==> config.mk <==
export PLATFORM = sky130hd
export DESIGN_NAME = temp_conv_sequencer_flat
export DESIGN_NICKNAME = d
export VERILOG_FILES = /design/src/rtl/temp_conv_pkg.sv /design/src/rtl/temp_conv_sequencer_if.sv /design/src/rtl/temp_conv_sequencer_dwell_counter.sv /design/src/rtl/temp_conv_sequencer.sv /design/src/flat_wrapper.sv
export SDC_FILE = /design/constraint.sdc
export NUM_CORES = 1
export LEC_CHECK = 0
export CELL_PAD_IN_SITES_DETAIL_PLACEMENT = 1
export CELL_PAD_IN_SITES_GLOBAL_PLACEMENT = 1
export CORE_UTILIZATION = 32
export CTS_BUF_LIST = sky130_fd_sc_hd__clkbuf_2
export DETAILED_ROUTE_END_ITERATION = 10
export PLACE_DENSITY_LB_ADDON = 0.1
export SLEW_MARGIN = 20
export SYNTH_ARGS = -nofsm -noshare
export SYNTH_HDL_FRONTEND = slang
export SYNTH_SLANG_ARGS = --single-unit
==> constraint.sdc <==
create_clock -name clk -period 1.5 [get_ports clk]
set_input_delay 0.225 -clock clk [delete_from_list [all_inputs] [get_ports clk]]
set_output_delay 0.225 -clock clk [all_outputs]
set_load 0.05 [all_outputs]
==> src/rtl/temp_conv_pkg.sv <==
// rtl/temp_conv_pkg.sv - shared types and mode-walk helper for the temperature-conversion sequencer
package temp_conv_pkg;

    localparam int TEMP_W = 4;

    typedef enum logic [1:0] {
        MODE_C = 2'b00,
        MODE_F = 2'b01,
        MODE_K = 2'b10
    } conv_mode_t;

    typedef enum logic [1:0] {
        IDLE,
        SETTLE,
        DONE
    } seq_state_t;

    localparam logic [1:0] MODE_NONE = 2'b11;

    // cur == MODE_NONE asks for the first enabled mode; a MODE_NONE result means the walk is finished.
    function automatic logic [1:0] next_mode(input logic [2:0] mask, input logic [1:0] cur);
        logic [1:0] nxt;
        nxt = MODE_NONE;
        for (int i = 2; i >= 0; i--) begin
            if (mask[i] && (cur == MODE_NONE || i > int'(cur))) begin
                nxt = 2'(i);
            end
        end
        return nxt;
    endfunction

endpackage

==> src/rtl/temp_conv_sequencer_if.sv <==
// rtl/temp_conv_sequencer_if.sv - host and datapath signal bundle of the temperature-conversion sequencer
interface temp_conv_sequencer_if #(
    parameter int TEMP_W = 4
);
    logic [TEMP_W-1:0] temp_in;
    logic              ld;
    logic              st;
    logic              abort;
    logic [2:0]        mode_mask;
    logic [1:0]        man_sel;
    logic [TEMP_W-1:0] conv_temp;
    logic [1:0]        conv_sel;
    logic [TEMP_W-1:0] conv_res;
    logic [TEMP_W-1:0] res_c;
    logic [TEMP_W-1:0] res_f;
    logic [TEMP_W-1:0] res_k;
    logic [2:0]        res_vld;
    logic              busy;
    logic              done;
    logic              alarm;
    logic              alarm_ack;

    modport master (
        output temp_in, ld, st, abort, mode_mask, man_sel, conv_res, alarm_ack,
        input  conv_temp, conv_sel, res_c, res_f, res_k, res_vld, busy, done, alarm
    );

    modport slave (
        input  temp_in, ld, st, abort, mode_mask, man_sel, conv_res, alarm_ack,
        output conv_temp, conv_sel, res_c, res_f, res_k, res_vld, busy, done, alarm
    );
endinterface

==> src/rtl/temp_conv_sequencer_dwell_counter.sv <==
// rtl/temp_conv_sequencer_dwell_counter.sv - per-mode settle counter, last marks the capture cycle
module dwell_counter #(
    parameter int SETTLE_CYC = 2
) (
    input  logic clr,
    input  logic clk,
    input  logic restart,
    input  logic en,
    output logic last
);
    localparam int CW = $clog2(SETTLE_CYC + 1);
    localparam logic [CW-1:0] LAST_CNT = CW'(SETTLE_CYC - 1);

    logic [CW-1:0] cnt_q, cnt_d;

    assign last = (cnt_q == LAST_CNT);

    // Wrapping on last lets the next mode start its dwell without an explicit restart.
    always_comb begin
        cnt_d = cnt_q;
        if (restart) begin
            cnt_d = '0;
        end else if (en) begin
            cnt_d = last ? '0 : cnt_q + 1'b1;
        end
    end

    always_ff @(posedge clk or posedge clr) begin
        if (clr) begin
            cnt_q <= '0;
        end else begin
            cnt_q <= cnt_d;
        end
    end
endmodule

==> src/rtl/temp_conv_sequencer.sv <==
// rtl/temp_conv_sequencer.sv - steps the conversion datapath through enabled modes and captures results
// Optional over-temperature alarm enabled by defining TEMP_ALARM_EN.
module temp_conv_sequencer
    import temp_conv_pkg::*;
#(
    parameter int                TEMP_W     = temp_conv_pkg::TEMP_W,
    parameter int                SETTLE_CYC = 2,
    parameter logic [TEMP_W-1:0] ALARM_THR  = TEMP_W'(10)
) (
    input logic                  clk,
    input logic                  clr,
    temp_conv_sequencer_if.slave bus
);
    seq_state_t        state_q, state_d;
    conv_mode_t        mode_q, mode_d;
    logic [2:0]        mask_q, mask_d;
    logic [TEMP_W-1:0] temp_q, temp_d;
    logic [TEMP_W-1:0] res_c_q, res_c_d;
    logic [TEMP_W-1:0] res_f_q, res_f_d;
    logic [TEMP_W-1:0] res_k_q, res_k_d;
    logic [2:0]        vld_q, vld_d;
    logic              dwell_last;
    logic [1:0]        nxt;

    dwell_counter #(.SETTLE_CYC(SETTLE_CYC)) u_dwell (
        .clr     (clr),
        .clk     (clk),
        .restart ((state_q != SETTLE) || bus.abort),
        .en      (state_q == SETTLE),
        .last    (dwell_last)
    );

    always_comb begin
        state_d = state_q;
        mode_d  = mode_q;
        mask_d  = mask_q;
        temp_d  = temp_q;
        res_c_d = res_c_q;
        res_f_d = res_f_q;
        res_k_d = res_k_q;
        vld_d   = vld_q;
        nxt     = MODE_NONE;
        case (state_q)
            IDLE: begin
                if (bus.ld) begin
                    temp_d = bus.temp_in;
                end
                if (bus.st) begin
                    if (bus.mode_mask != 3'b000) begin
                        nxt     = next_mode(bus.mode_mask, MODE_NONE);
                        mask_d  = bus.mode_mask;
                        vld_d   = 3'b000;
                        mode_d  = conv_mode_t'(nxt);
                        state_d = SETTLE;
                    end else begin
                        state_d = DONE;
                    end
                end
            end
            SETTLE: begin
                if (bus.abort) begin
                    state_d = IDLE;
                end else if (dwell_last) begin
                    case (mode_q)
                        MODE_C:  begin res_c_d = bus.conv_res; vld_d[0] = 1'b1; end
                        MODE_F:  begin res_f_d = bus.conv_res; vld_d[1] = 1'b1; end
                        MODE_K:  begin res_k_d = bus.conv_res; vld_d[2] = 1'b1; end
                        default: ;
                    endcase
                    nxt = next_mode(mask_q, mode_q);
                    if (nxt == MODE_NONE) begin
                        state_d = DONE;
                    end else begin
                        mode_d = conv_mode_t'(nxt);
                    end
                end
            end
            DONE:    state_d = IDLE;
            default: state_d = IDLE;
        endcase
    end

    always_ff @(posedge clk or posedge clr) begin
        if (clr) begin
            state_q <= IDLE;
            mode_q  <= MODE_C;
            mask_q  <= 3'b000;
            temp_q  <= '0;
            res_c_q <= '0;
            res_f_q <= '0;
            res_k_q <= '0;
            vld_q   <= 3'b000;
        end else begin
            state_q <= state_d;
            mode_q  <= mode_d;
            mask_q  <= mask_d;
            temp_q  <= temp_d;
            res_c_q <= res_c_d;
            res_f_q <= res_f_d;
            res_k_q <= res_k_d;
            vld_q   <= vld_d;
        end
    end

    // Manual select owns the datapath only while idle.
    assign bus.conv_sel  = (state_q == IDLE) ? bus.man_sel : mode_q;
    assign bus.conv_temp = temp_q;
    assign bus.res_c     = res_c_q;
    assign bus.res_f     = res_f_q;
    assign bus.res_k     = res_k_q;
    assign bus.res_vld   = vld_q;
    assign bus.busy      = (state_q == SETTLE);
    assign bus.done      = (state_q == DONE);

`ifdef TEMP_ALARM_EN
    logic ld_seen_q, ld_seen_d;
    logic alarm_q, alarm_d;

    // Threshold is checked on the registered value, one edge after the load.
    always_comb begin
        ld_seen_d = (state_q == IDLE) && bus.ld;
        alarm_d   = alarm_q;
        if (bus.alarm_ack) begin
            alarm_d = 1'b0;
        end
        if (ld_seen_q && (temp_q > ALARM_THR)) begin
            alarm_d = 1'b1;
        end
    end

    always_ff @(posedge clk or posedge clr) begin
        if (clr) begin
            ld_seen_q <= 1'b0;
            alarm_q   <= 1'b0;
        end else begin
            ld_seen_q <= ld_seen_d;
            alarm_q   <= alarm_d;
        end
    end

    assign bus.alarm = alarm_q;
`else
    logic unused_alarm;
    assign unused_alarm = bus.alarm_ack ^ (|ALARM_THR);
    assign bus.alarm    = 1'b0;
`endif
endmodule

==> src/flat_wrapper.sv <==
// flat-port wrapper written by rule: the top's interface ports become plain ports
module temp_conv_sequencer_flat import temp_conv_pkg::*;
#(
    parameter int                TEMP_W     = temp_conv_pkg::TEMP_W,
    parameter int                SETTLE_CYC = 2,
    parameter logic [TEMP_W-1:0] ALARM_THR  = TEMP_W'(10)
)
  (clk, clr, bus_temp_in, bus_ld, bus_st, bus_abort, bus_mode_mask, bus_man_sel, bus_conv_res, bus_alarm_ack, bus_conv_temp, bus_conv_sel, bus_res_c, bus_res_f, bus_res_k, bus_res_vld, bus_busy, bus_done, bus_alarm);
  temp_conv_sequencer_if #(.TEMP_W(TEMP_W)) bus_i ();
  input logic clk;
  input logic clr;
  input wire logic [$bits(bus_i.temp_in)-1:0] bus_temp_in;
  input wire logic [$bits(bus_i.ld)-1:0] bus_ld;
  input wire logic [$bits(bus_i.st)-1:0] bus_st;
  input wire logic [$bits(bus_i.abort)-1:0] bus_abort;
  input wire logic [$bits(bus_i.mode_mask)-1:0] bus_mode_mask;
  input wire logic [$bits(bus_i.man_sel)-1:0] bus_man_sel;
  input wire logic [$bits(bus_i.conv_res)-1:0] bus_conv_res;
  input wire logic [$bits(bus_i.alarm_ack)-1:0] bus_alarm_ack;
  output wire logic [$bits(bus_i.conv_temp)-1:0] bus_conv_temp;
  output wire logic [$bits(bus_i.conv_sel)-1:0] bus_conv_sel;
  output wire logic [$bits(bus_i.res_c)-1:0] bus_res_c;
  output wire logic [$bits(bus_i.res_f)-1:0] bus_res_f;
  output wire logic [$bits(bus_i.res_k)-1:0] bus_res_k;
  output wire logic [$bits(bus_i.res_vld)-1:0] bus_res_vld;
  output wire logic [$bits(bus_i.busy)-1:0] bus_busy;
  output wire logic [$bits(bus_i.done)-1:0] bus_done;
  output wire logic [$bits(bus_i.alarm)-1:0] bus_alarm;
  assign bus_i.temp_in = bus_temp_in;
  assign bus_i.ld = bus_ld;
  assign bus_i.st = bus_st;
  assign bus_i.abort = bus_abort;
  assign bus_i.mode_mask = bus_mode_mask;
  assign bus_i.man_sel = bus_man_sel;
  assign bus_i.conv_res = bus_conv_res;
  assign bus_i.alarm_ack = bus_alarm_ack;
  assign bus_conv_temp = bus_i.conv_temp;
  assign bus_conv_sel = bus_i.conv_sel;
  assign bus_res_c = bus_i.res_c;
  assign bus_res_f = bus_i.res_f;
  assign bus_res_k = bus_i.res_k;
  assign bus_res_vld = bus_i.res_vld;
  assign bus_busy = bus_i.busy;
  assign bus_done = bus_i.done;
  assign bus_alarm = bus_i.alarm;
  temp_conv_sequencer #(.TEMP_W(TEMP_W), .SETTLE_CYC(SETTLE_CYC), .ALARM_THR(ALARM_THR)) u_core (.clk(clk), .clr(clr), .bus(bus_i));
endmodule
==> impl_metrics.yaml <==
run_status:
  status: "complete, but fails checks"
  violations: "setup timing"
floorplan:
  num_io_pins: 43
  die_x_um: 64.91
  die_h_um: 64.91
  die_area_um2: 4213
  core_area_um2: 3716
  fp-row-count: 22
  start_util: 0.3407
final_layout:
  layout_common_cells: "buf_4, dfrtp_1, mux2_2"
  fin_nets: 195
  n_fill_cell: 405
  fin_cells: 218
  final_common_cell: "buf_4"
  drive_above_1_share: 0.5647
  seq_area_um2: 701.9
  areaGrowthSynthToFinish_pct: 63.54
  multiInputGateArea_um2: 663.1
  n_antenna_cell: 0
timing:
  drv_slew: 0
  tns_ns: -2.375
  hold_viol: 0
  rsz0062_at_grt: "yes"
  setup_viol_count_final: 19
  skew_ns: 0.01092
  max_freq_ghz: 0.5992
  worst_slack_ns: -0.1688
  min_period_ns: 1.669
  fin_hold_ws_ns: 0.2089
  post-route-period-util: 1.113
route:
  drt_iter0_markers: 19
  drt-total-wl_um: 3252
  drt_pass1_iterations: 3
  via_per_inst: 4.734
  drc: 0
  num_vias: 1032
  routedWlPerCell_um: 14.92
  ant_nets: 0
synth:
  synthAdderAreaFrac: 0.04941
  ys_async_sr_fraction: 1.000
  syn-num-nets: 126
  synth_top_family_by_area: "multiplexers"
  synthSimpleGateAreaFrac: 0.1354
  syn-cell-area_um2: 1266
  synth_top_flop_cell: "dfrtp_1"
  synth_compound_area_frac: 0.06917
  synth-edff-count: 0
  synthMuxAreaShare: 0.1690
  synth_xor_area_frac: 0
  synth-seq-cells: 28
  ys_warn_count: 0
  seq_area_frac_synth: 0.5534
  avgSynthCellArea_um2: 12.41
  synth_cells: 102
  yosysUniqueCellTypes: 28
power:
  switching_share: 0.4429
  power_switching_uw: 1808
  power_frac_clock: 0.065
  p_per_area_nw_per_um2: 1971
  intPower_uw: 2274
  seqPwrFrac: 0.280
  combPwrFrac: 0.655
  peakVddDrop_mv: 0.8129
  p_leak_uw: 0.001021
worst_setup_path:
  cp-end-kind: "output pin"
  r2r-start: "u_core.state_q[1]"
  cpLargestDelayFamily: "flip-flops"
  cp-start-kind: "register"
  cp.buffers_inverters: 3
  crit_chain: "buf_6 -> nor2_4 -> buf_6 -> nand2_2 -> o21ai_2 -> clkbuf_16"
  slowest_stage: "dfrtp_1"
  critPathMaxStageDelay_ns: 0.45
  crit_type: "reg2out"
  critPathRequiredTime_ns: 1.27
  cp_max_fo: 6
  setup.worst_path.start: "u_core.state_q[0]"
  path_common_cell: "buf_6"
  arrival_ns: 1.44
global_routing:
  grt-ovfl-total: 0
  grt_pass1_vias: 1131
  grt_pass1_wl_um: 5257
  grt_max_degree: 29
  antenna_found_initial: 0
  grtUsageTotal: 0.1644
clock_tree:
  cts_root_buf: "clkbuf_2"
  htree_levels: 1
  numCtsBuffers: 3
  clock_latency_ns: 0.34
  clkTransAtPathRegs_ns: 0.25
  tritoncts: "done"
  cts.path.max_buffers: 2
  cts.sinks: 28
placement:
  dp.cells: 205
  hpwlAfterDp_um: 2375
  port_buffers: 40
  place.gp.congestion: 0.6984
job:
  maxCapViolCount: 0
worst_hold_path:
  hold_path_class: "in2async"
logic make-up after synthesis:
logic type      Yosys count
simple gates             30
compound gates           13
buf+inv                   6
fa+ha+maj                 5
flops                    28
mux                      19
other cells               1
final timing paths:
check	end	slack, ns	cells after the start
max	bus_conv_sel[1]	-0.17	6
min	u_core.bus.res_f[3]	0.21	3
max reg2reg	u_core.bus.res_f[1]	-0.14	4
min reg2reg	u_core.u_dwell.cnt_q[0]	0.49	1
max in group asynchronous	u_core.state_q[1]	1.01	3
min in group clk	u_core.bus.conv_temp[2]	0.48	2
metal layers:
layer	global-route usage	routed length [µm]
met4	0.03333	13
met1	0.1853	1297
met2	0.3242	1845
met3	0.01937	95
met5	0	0
worst register-to-register path: cells and delay by family, from the launching register on:
family           cells  cell delay [ns]
multiplexers         1             0.28
flip-flops           1             0.50
AND/OR/NAND/NOR      3             0.79
stage by stage:
stage | util | setup slack [ns] | instance area [µm²] | total power [µW]
2_1_floorplan | - | -0.3356 | 1275 | 2441
3_3_place_gp | 0.4953 | -0.4032 | 1841 | 3287
3_5_place_dp | 0.4953 | -0.4252 | 1841 | 3352
4_1_cts | 0.5441 | -0.2704 | 2022 | 4035
5_1_grt | 0.5572 | -0.2628 | 2071 | 4304
6_report | 0.5572 | -0.1688 | 2071 | 4081
what timing repair did:
item                                    4_1_cts  5_1_grt
gates resized for setup                      24       16
endpoints found under the setup margin       25       26
buffers inserted                              8        2
pin swaps                                     8        6
hold buffers                                  0        0
cloned                                        0        0
power by group through the flow:
| stage | registers, µW | clock network [µW] | logic [µW] |
|---|---|---|---|
| after floorplan | 1600 | 0 | 838 |
| after global placement | 1140 | 0 | 2140 |
| after detailed placement | 1160 | 0 | 2190 |
| after CTS | 1140 | 284 | 2610 |
| after global routing | 1170 | 318 | 2820 |
| final | 1140 | 263 | 2670 |
area by class of cell:
type                    instances  share of cell area
flip-flops and latches         28              0.3390
multi-input cells              68              0.3202
repair buffers                 65              0.2937
inverters                       5            0.009063
clock buffers                   3            0.007251
well taps                      48             0.02900
clock inverters                 1            0.001813
synth_stat cells (2+ instances only):
cell type,count,area share
dfrtp_1,28,0.55
mux2_2,19,0.17
nand2_1,10,0.030
ha_1,5,0.049
inv_1,5,0.015
nor2b_1,5,0.025
a21oi_1,4,0.016
nor3_1,3,0.012
a2bb2oi_1,2,0.014
nor2_1,2,0.0059
o21ai_0,2,0.0079
flip-flops by register name, indices dropped and copies added, names as in the netlist:
register              flops
u_core.bus.res_vld        3
u_core.bus.res_f          4
u_core.state_q            2
u_core.mode_q             2
u_core.bus.res_c          4
u_core.u_dwell.cnt_q      2
u_core.bus.conv_temp      4
u_core.bus.res_k          4
u_core.mask_q             3
Power figures use the tool's default switching activity.
